`src/rtl/sm_sat_accum_if.sv`:
```
// Handshake bundle for sm_sat_accum.
//   Input stream : in_valid/in_ready carry one sign-magnitude operand (in_data),
//                  an add/subtract select (in_sub) and an end-of-frame mark
//                  (in_last).
//   Output stream: out_valid/out_ready carry the frame result (out_data), the
//                  sticky saturation flag (out_sat) and the beat count
//                  (out_count).
// The accumulator uses the slave modport; whoever feeds it and takes its
// results uses the master modport.
interface sm_sat_accum_if #(
  parameter int WIDTH   = 16,
  parameter int COUNT_W = 8
);
  logic               in_valid;
  logic               in_ready;
  logic [WIDTH-1:0]   in_data;
  logic               in_sub;
  logic               in_last;
  logic               out_valid;
  logic               out_ready;
  logic [WIDTH-1:0]   out_data;
  logic               out_sat;
  logic [COUNT_W-1:0] out_count;

  modport master (
    output in_valid, in_data, in_sub, in_last, out_ready,
    input  in_ready, out_valid, out_data, out_sat, out_count
  );

  modport slave (
    input  in_valid, in_data, in_sub, in_last, out_ready,
    output in_ready, out_valid, out_data, out_sat, out_count
  );
endinterface

```
`src/rtl/sm_sat_accum.sv`:
```
// Streaming sign-magnitude accumulator with saturation.
// A frame of operands arrives over the input handshake; each operand is added
// (or subtracted when in_sub is set) into a sign-magnitude accumulator whose
// every partial sum is clamped to +/-(2^(WIDTH-1)-1). When the in_last beat is
// accepted the block holds the result on the output handshake until it is
// taken, then returns to idle.
// Ports:
//   clk : clock, all state on the rising edge
//   rst : asynchronous, active-high reset
//   bus : sm_sat_accum_if slave modport (input stream + result stream)
module sm_sat_accum #(
  parameter int WIDTH   = 16,
  parameter int COUNT_W = 8
) (
  input  logic           clk,
  input  logic           rst,
  sm_sat_accum_if.slave  bus
);

  localparam int M = WIDTH - 1;  // magnitude bits

  typedef enum logic [1:0] {
    IDLE = 2'd0,
    ACC  = 2'd1,
    HOLD = 2'd2
  } state_t;

  state_t             state, state_n;
  logic               acc_sign, acc_sign_n;
  logic [M-1:0]       acc_mag, acc_mag_n;
  logic               sat, sat_n;
  logic [COUNT_W-1:0] count, count_n;
  logic               in_ready_q, in_ready_n;

  // Operand and adder signals
  logic               accept;
  logic [M-1:0]       op_mag;
  logic               op_sign;
  logic               base_sign;
  logic [M-1:0]       base_mag;
  logic [M:0]         sum;
  logic               add_sign;
  logic [M-1:0]       add_mag;
  logic               clamp;

  // Sign-magnitude add of the running value and the current operand.
  // A frame starts from +0, so in IDLE the running value is ignored.
  always_comb begin
    // NOTE: every signal gets a default at the top of a combinational block so
    // no path leaves it unassigned, which would otherwise infer a latch.
    accept    = bus.in_valid && in_ready_q;
    op_mag    = bus.in_data[M-1:0];
    // A zero magnitude is forced positive so that -0 never enters the adder.
    op_sign   = (bus.in_data[WIDTH-1] ^ bus.in_sub) && (op_mag != '0);
    base_sign = (state == IDLE) ? 1'b0 : acc_sign;
    base_mag  = (state == IDLE) ? '0   : acc_mag;
    sum       = {1'b0, base_mag} + {1'b0, op_mag};
    add_sign  = base_sign;
    add_mag   = base_mag;
    clamp     = 1'b0;

    if (base_sign == op_sign) begin
      // Carry out of the magnitude field means the sum exceeds MAX.
      if (sum[M]) begin
        add_mag = '1;
        clamp   = 1'b1;
      end else begin
        add_mag = sum[M-1:0];
      end
    end else if (base_mag >= op_mag) begin
      add_mag  = base_mag - op_mag;
      add_sign = base_sign;
    end else begin
      add_mag  = op_mag - base_mag;
      add_sign = op_sign;
    end

    // Cancellation to zero always yields +0.
    if (add_mag == '0) begin
      add_sign = 1'b0;
    end
  end

  // Next-state and register-update decisions.
  always_comb begin
    state_n    = state;
    acc_sign_n = acc_sign;
    acc_mag_n  = acc_mag;
    sat_n      = sat;
    count_n    = count;

    case (state)
      IDLE, ACC: begin
        if (accept) begin
          acc_sign_n = add_sign;
          acc_mag_n  = add_mag;
          if (state == IDLE) begin
            sat_n   = clamp;
            count_n = COUNT_W'(1);
          end else begin
            sat_n   = sat | clamp;
            // Beat counter holds at all-ones instead of wrapping.
            count_n = (count == '1) ? count : count + COUNT_W'(1);
          end
          state_n = bus.in_last ? HOLD : ACC;
        end
      end
      HOLD: begin
        if (bus.out_ready) begin
          state_n = IDLE;
        end
      end
      default: state_n = IDLE;
    endcase

    // Registered ready: low through reset and during HOLD, so there is no
    // same-cycle turnaround from result handoff to the next beat.
    in_ready_n = (state_n != HOLD);
  end

  // NOTE: sequential state uses non-blocking assignments so every register
  // samples the pre-edge values, independent of statement order.
  always_ff @(posedge clk or posedge rst) begin
    if (rst) begin
      state      <= IDLE;
      acc_sign   <= 1'b0;
      acc_mag    <= '0;
      sat        <= 1'b0;
      count      <= '0;
      in_ready_q <= 1'b0;
    end else begin
      state      <= state_n;
      acc_sign   <= acc_sign_n;
      acc_mag    <= acc_mag_n;
      sat        <= sat_n;
      count      <= count_n;
      in_ready_q <= in_ready_n;
    end
  end

  // All outputs come straight from registers.
  assign bus.in_ready  = in_ready_q;
  assign bus.out_valid = (state == HOLD);
  assign bus.out_data  = {acc_sign, acc_mag};
  assign bus.out_sat   = sat;
  assign bus.out_count = count;

endmodule

```
`src/flat_wrapper.sv`:
```
// flat-port wrapper written by rule: the top's interface ports become plain ports
module sm_sat_accum_flat 
#(
  parameter int WIDTH   = 16,
  parameter int COUNT_W = 8
)
  (clk, rst, bus_in_valid, bus_in_data, bus_in_sub, bus_in_last, bus_out_ready, bus_in_ready, bus_out_valid, bus_out_data, bus_out_sat, bus_out_count);
  sm_sat_accum_if #(.WIDTH(WIDTH), .COUNT_W(COUNT_W)) bus_i ();
  input  logic clk;
  input  logic rst;
  input wire logic [$bits(bus_i.in_valid)-1:0] bus_in_valid;
  input wire logic [$bits(bus_i.in_data)-1:0] bus_in_data;
  input wire logic [$bits(bus_i.in_sub)-1:0] bus_in_sub;
  input wire logic [$bits(bus_i.in_last)-1:0] bus_in_last;
  input wire logic [$bits(bus_i.out_ready)-1:0] bus_out_ready;
  output wire logic [$bits(bus_i.in_ready)-1:0] bus_in_ready;
  output wire logic [$bits(bus_i.out_valid)-1:0] bus_out_valid;
  output wire logic [$bits(bus_i.out_data)-1:0] bus_out_data;
  output wire logic [$bits(bus_i.out_sat)-1:0] bus_out_sat;
  output wire logic [$bits(bus_i.out_count)-1:0] bus_out_count;
  assign bus_i.in_valid = bus_in_valid;
  assign bus_i.in_data = bus_in_data;
  assign bus_i.in_sub = bus_in_sub;
  assign bus_i.in_last = bus_in_last;
  assign bus_i.out_ready = bus_out_ready;
  assign bus_in_ready = bus_i.in_ready;
  assign bus_out_valid = bus_i.out_valid;
  assign bus_out_data = bus_i.out_data;
  assign bus_out_sat = bus_i.out_sat;
  assign bus_out_count = bus_i.out_count;
  sm_sat_accum #(.WIDTH(WIDTH), .COUNT_W(COUNT_W)) u_core (.clk(clk), .rst(rst), .bus(bus_i));
endmodule
```
`config.mk`:
```
export PLATFORM = sky130hd
export DESIGN_NAME = sm_sat_accum_flat
export DESIGN_NICKNAME = d
export VERILOG_FILES = /design/src/rtl/sm_sat_accum_if.sv /design/src/rtl/sm_sat_accum.sv /design/src/flat_wrapper.sv
export SDC_FILE = /design/constraint.sdc
export NUM_CORES = 1
export LEC_CHECK = 0
export CORE_MARGIN = 2
export CORE_UTILIZATION = 48
export DETAILED_ROUTE_END_ITERATION = 16
export PLACE_DENSITY = 0.76
export SLEW_MARGIN = 10
export SYNTH_ARGS = -nofsm -noshare
export SYNTH_HDL_FRONTEND = slang
export SYNTH_SLANG_ARGS = --single-unit
```
`constraint.sdc`:
```
create_clock -name clk -period 4.1 [get_ports clk]
set_clock_uncertainty 0.1 [all_clocks]
set_input_delay 1.23 -clock clk [delete_from_list [all_inputs] [get_ports clk]]
set_output_delay 1.23 -clock clk [all_outputs]
set_load 0.1 [all_outputs]
```
==> impl_metrics.tcl <==
set metrics [dict create \
    status "completed" \
    p_comb_share_pct 87.6 \
    final.setup.worst_slack_ps 7.97 \
    final_cell_mix "buf_4 (183), a21oi_1 (40), nor2_1 (40)" \
    antenna_found_initial 0 \
    fillers 518 \
    cp_slowest_cell "a221o_1" \
    vias 4677 \
    cap_violations 0 \
    drt_first_pass_iters 5 \
    max_freq_ghz 0.244 \
    r2r_end "u_core.acc_sign$_DFFE_PP0P_" \
    layout_commonest_cell "buf_4" \
    n_antenna_cell 0 \
    grt_max_degree 32 \
    setup_viol 0 \
    grt_usage_pct 34.1 \
    ys_seq_elements 28 \
    synth_top_area_share_pct 18.9 \
    ant_nets 0 \
    arrival_ps 4140 \
    hold_viol_final 0 \
    die_w_um 92.0 \
    worst_pin_slew_ps 1040 \
    drc 0 \
    r2r_start "u_core.state[0]$_DFF_PP0_" \
    h-tree-depth 1 \
    leakage_nw 3.03 \
    wl_per_cell_um 19.4 \
    fin_nets 766 \
    p_sw_share_pct 54.5 \
    drive_gt1_share_pct 43.6 \
    clk_pin_slew_ps 90 \
    cp.required_ps 4150 \
    die_h_um 92.0 \
    dr.first_iter.drc_count 305 \
    clkPwrFrac_pct 2.9 \
    synthCells 485 \
    synth-async-reset-ratio_pct 100 \
    synth.avg_cell_area_um2 7.66 \
    clock_sinks 28 \
    place_ws_ps -632 \
    yosysTopAreaCell "dfrtp_1" \
    synth_fp_nets 561 \
    syn-cell-area_mm2 0.00372 \
    grt_pass1_vias 4578 \
    ys_seq_area_share_pct 18.9 \
    power_switching_mw 2.72 \
    period_needed_ps 4090 \
    crit_buf_inv 2 \
    hold_path_class "flip-flop to flip-flop" \
    multi_input_comb_area_mm2 0.00331 \
    synth_cell_type_count 59 \
    utilization_pct 80.6 \
    hold_path_depth 2 \
    start_util_pct 48.8 \
    cp-end-kind "flip-flop" \
    path_cells "dlygate4sd2_1, buf_4, ha_2, or2_2, o221ai_2, a311o_1, nand3b_1, a221o_1, a2bb2oi_4, a221oi_4, nand4_1, nor4_2, a31oi_1" \
    r2r_slack_ps 250 \
    grt_pass1_wl_um 22800 \
    slew_headroom_pct 30.6 \
    final-seq-area_um2 701 \
    gp_congestion 1.05 \
    area_growth_pct 65.1 \
    slowest_delay_ps 430 \
    core_mm2 0.00761 \
    cts_tree "built" \
    port_buffers 48 \
    ys.flop_type "dfrtp_1" \
    routed_wl_um 15300 \
    viasPerCell 5.92 \
    yosysWarnings 0 \
    grt_overflow 0 \
    clock_latency_ps 270 \
    cts_buffers 3 \
    ff2ff_path_depth 15 \
    place_hpwl_um 11400 \
    crit_type "input pin to flip-flop" \
    power.density_mw_per_mm2 815 \
    worstHoldEndpoint "u_core.state[0]$_DFF_PP0_" \
    synth_area_leaders "dfrtp_1 (19%), ha_1 (17%), a21oi_1 (7.4%)" \
    ios 49 \
    p_seq_share_pct 9.5 \
    dieArea_mm2 0.00846 \
    maxSlewViolCount 0 \
    p_int_mw 2.28 \
    clockBufferDepth 2 \
    num_rows 32 \
    irDropWorstVdd_mv 0.692 \
    cp_max_fo 3 \
    crit_family "compound AO/OA/AOI/OAI gates" \
    synth_edf_count 0 \
    finalSetupTns_ps 0 \
    fin_crit_sh_pct 99.8 \
    min_from "u_core.state[1]$_DFF_PP0_" \
    critPathLaunchType "input pin" \
    cts_root_buf "clkbuf_8" \
]
-- flip-flops by register name (all words and copies together), names as in the netlist --
| register | count |
|---|---|
| u_core.acc_sign | 1 |
| u_core.state | 2 |
| u_core.acc_mag | 15 |
| u_core.bus.out_count | 8 |
| u_core.bus.in_ready | 1 |
| u_core.bus.out_sat | 1 |
-- repair_timing --
item                                    in CTS  in global routing
pin swaps                                   18                 39
endpoints found under the setup margin       8                 13
gates cloned                                 0                  1
hold buffers                                 0                  0
resized for setup                           57                 75
setup buffers                                5                 12
-- worst register-to-register path, cell delays in order, from the launching register on --
cell	delay (ps)
dfrtp_1	410
or2_1	250
buf_4	180
nand2_1	160
inv_1	130
ha_4	310
nand4_4	160
or3_4	450
o211a_4	300
buf_6	140
mux2i_2	170
o221a_2	340
nor2_4	110
nand4_1	110
nor4_2	280
a31oi_1	120
-- cell type report --
cell class | count | share of cell area [%]
multi-input combinational | 389 | 54.0
timing repair buffer | 220 | 28.9
tap | 102 | 2.08
sequential | 28 | 11.4
clock buffer | 3 | 0.673
inverter | 48 | 2.94
-- metrics by stage --
stage / hold slack [ps] / instance area (um^2) / std cells / total power [mW]
2_1_floorplan: 378 / 3720 / 485 / 2.60
3_3_place_gp: 403 / 5330 / 769 / 3.98
3_5_place_dp: 437 / 5330 / 769 / 4.02
4_1_cts: 463 / 5730 / 777 / 4.49
5_1_grt: 494 / 6130 / 790 / 5.23
6_report: 461 / 6130 / 790 / 5.00
-- Yosys cell counts (all sizes together) (8+ instances only) --
library cell  number
a21o              11
a21oi             57
a31oi              8
and2               9
buf               12
clkbuf             8
dfrtp             28
ha                51
inv               48
mux2i              8
nand2             43
nand4              9
nor2              44
o21ai             25
-- power groups by stage --
stage               sequential [mW]  clock, mW  combinational (mW)
global placement              0.466          0                3.51
floorplan                      1.11          0                1.49
CTS                           0.469      0.149                3.87
global route                  0.485      0.154                4.60
detailed placement            0.472          0                3.55
finish                        0.474      0.143                4.38
-- cell families after synthesis --
| family | count (synthesis) | synth area share (%) |
|---|---|---|
| AO/OA/AOI/OAI | 167 | 30.5 |
| AND/OR/NAND/NOR | 149 | 19.4 |
| buffers and inverters | 68 | 7.58 |
| adder cells (fa/ha/maj) | 54 | 18.8 |
| flip-flops | 28 | 18.9 |
| multiplexers | 11 | 3.06 |
| XOR/XNOR | 8 | 1.89 |
-- metal layers --
layer	routed length, um	track usage (%)	share of wire [%]	up-vias
met5	0	0	0	-
met4	611	12.8	4.0	0
met3	1260	5.34	8.2	51
met2	7190	56.7	47	269
met1	6250	44.7	41	2203
li1	-	-	-	2154
-- worst max path at each step --
stage | startpoint | end | slack, ps | cells after the start
floorplan | bus_in_data[11] | u_core.acc_sign$_DFFE_PP0P_ | 310 | 11
global placement | bus_in_data[6] | u_core.acc_sign$_DFFE_PP0P_ | -520 | 14
detailed placement | bus_in_data[6] | u_core.acc_sign$_DFFE_PP0P_ | -630 | 14
CTS | bus_in_data[8] | u_core.acc_sign$_DFFE_PP0P_ | 6 | 13
global route | bus_in_data[2] | u_core.acc_sign$_DFFE_PP0P_ | -40 | 13
finish | bus_in_data[2] | u_core.acc_sign$_DFFE_PP0P_ | 8 | 13
(Power assumes the default switching activity.)
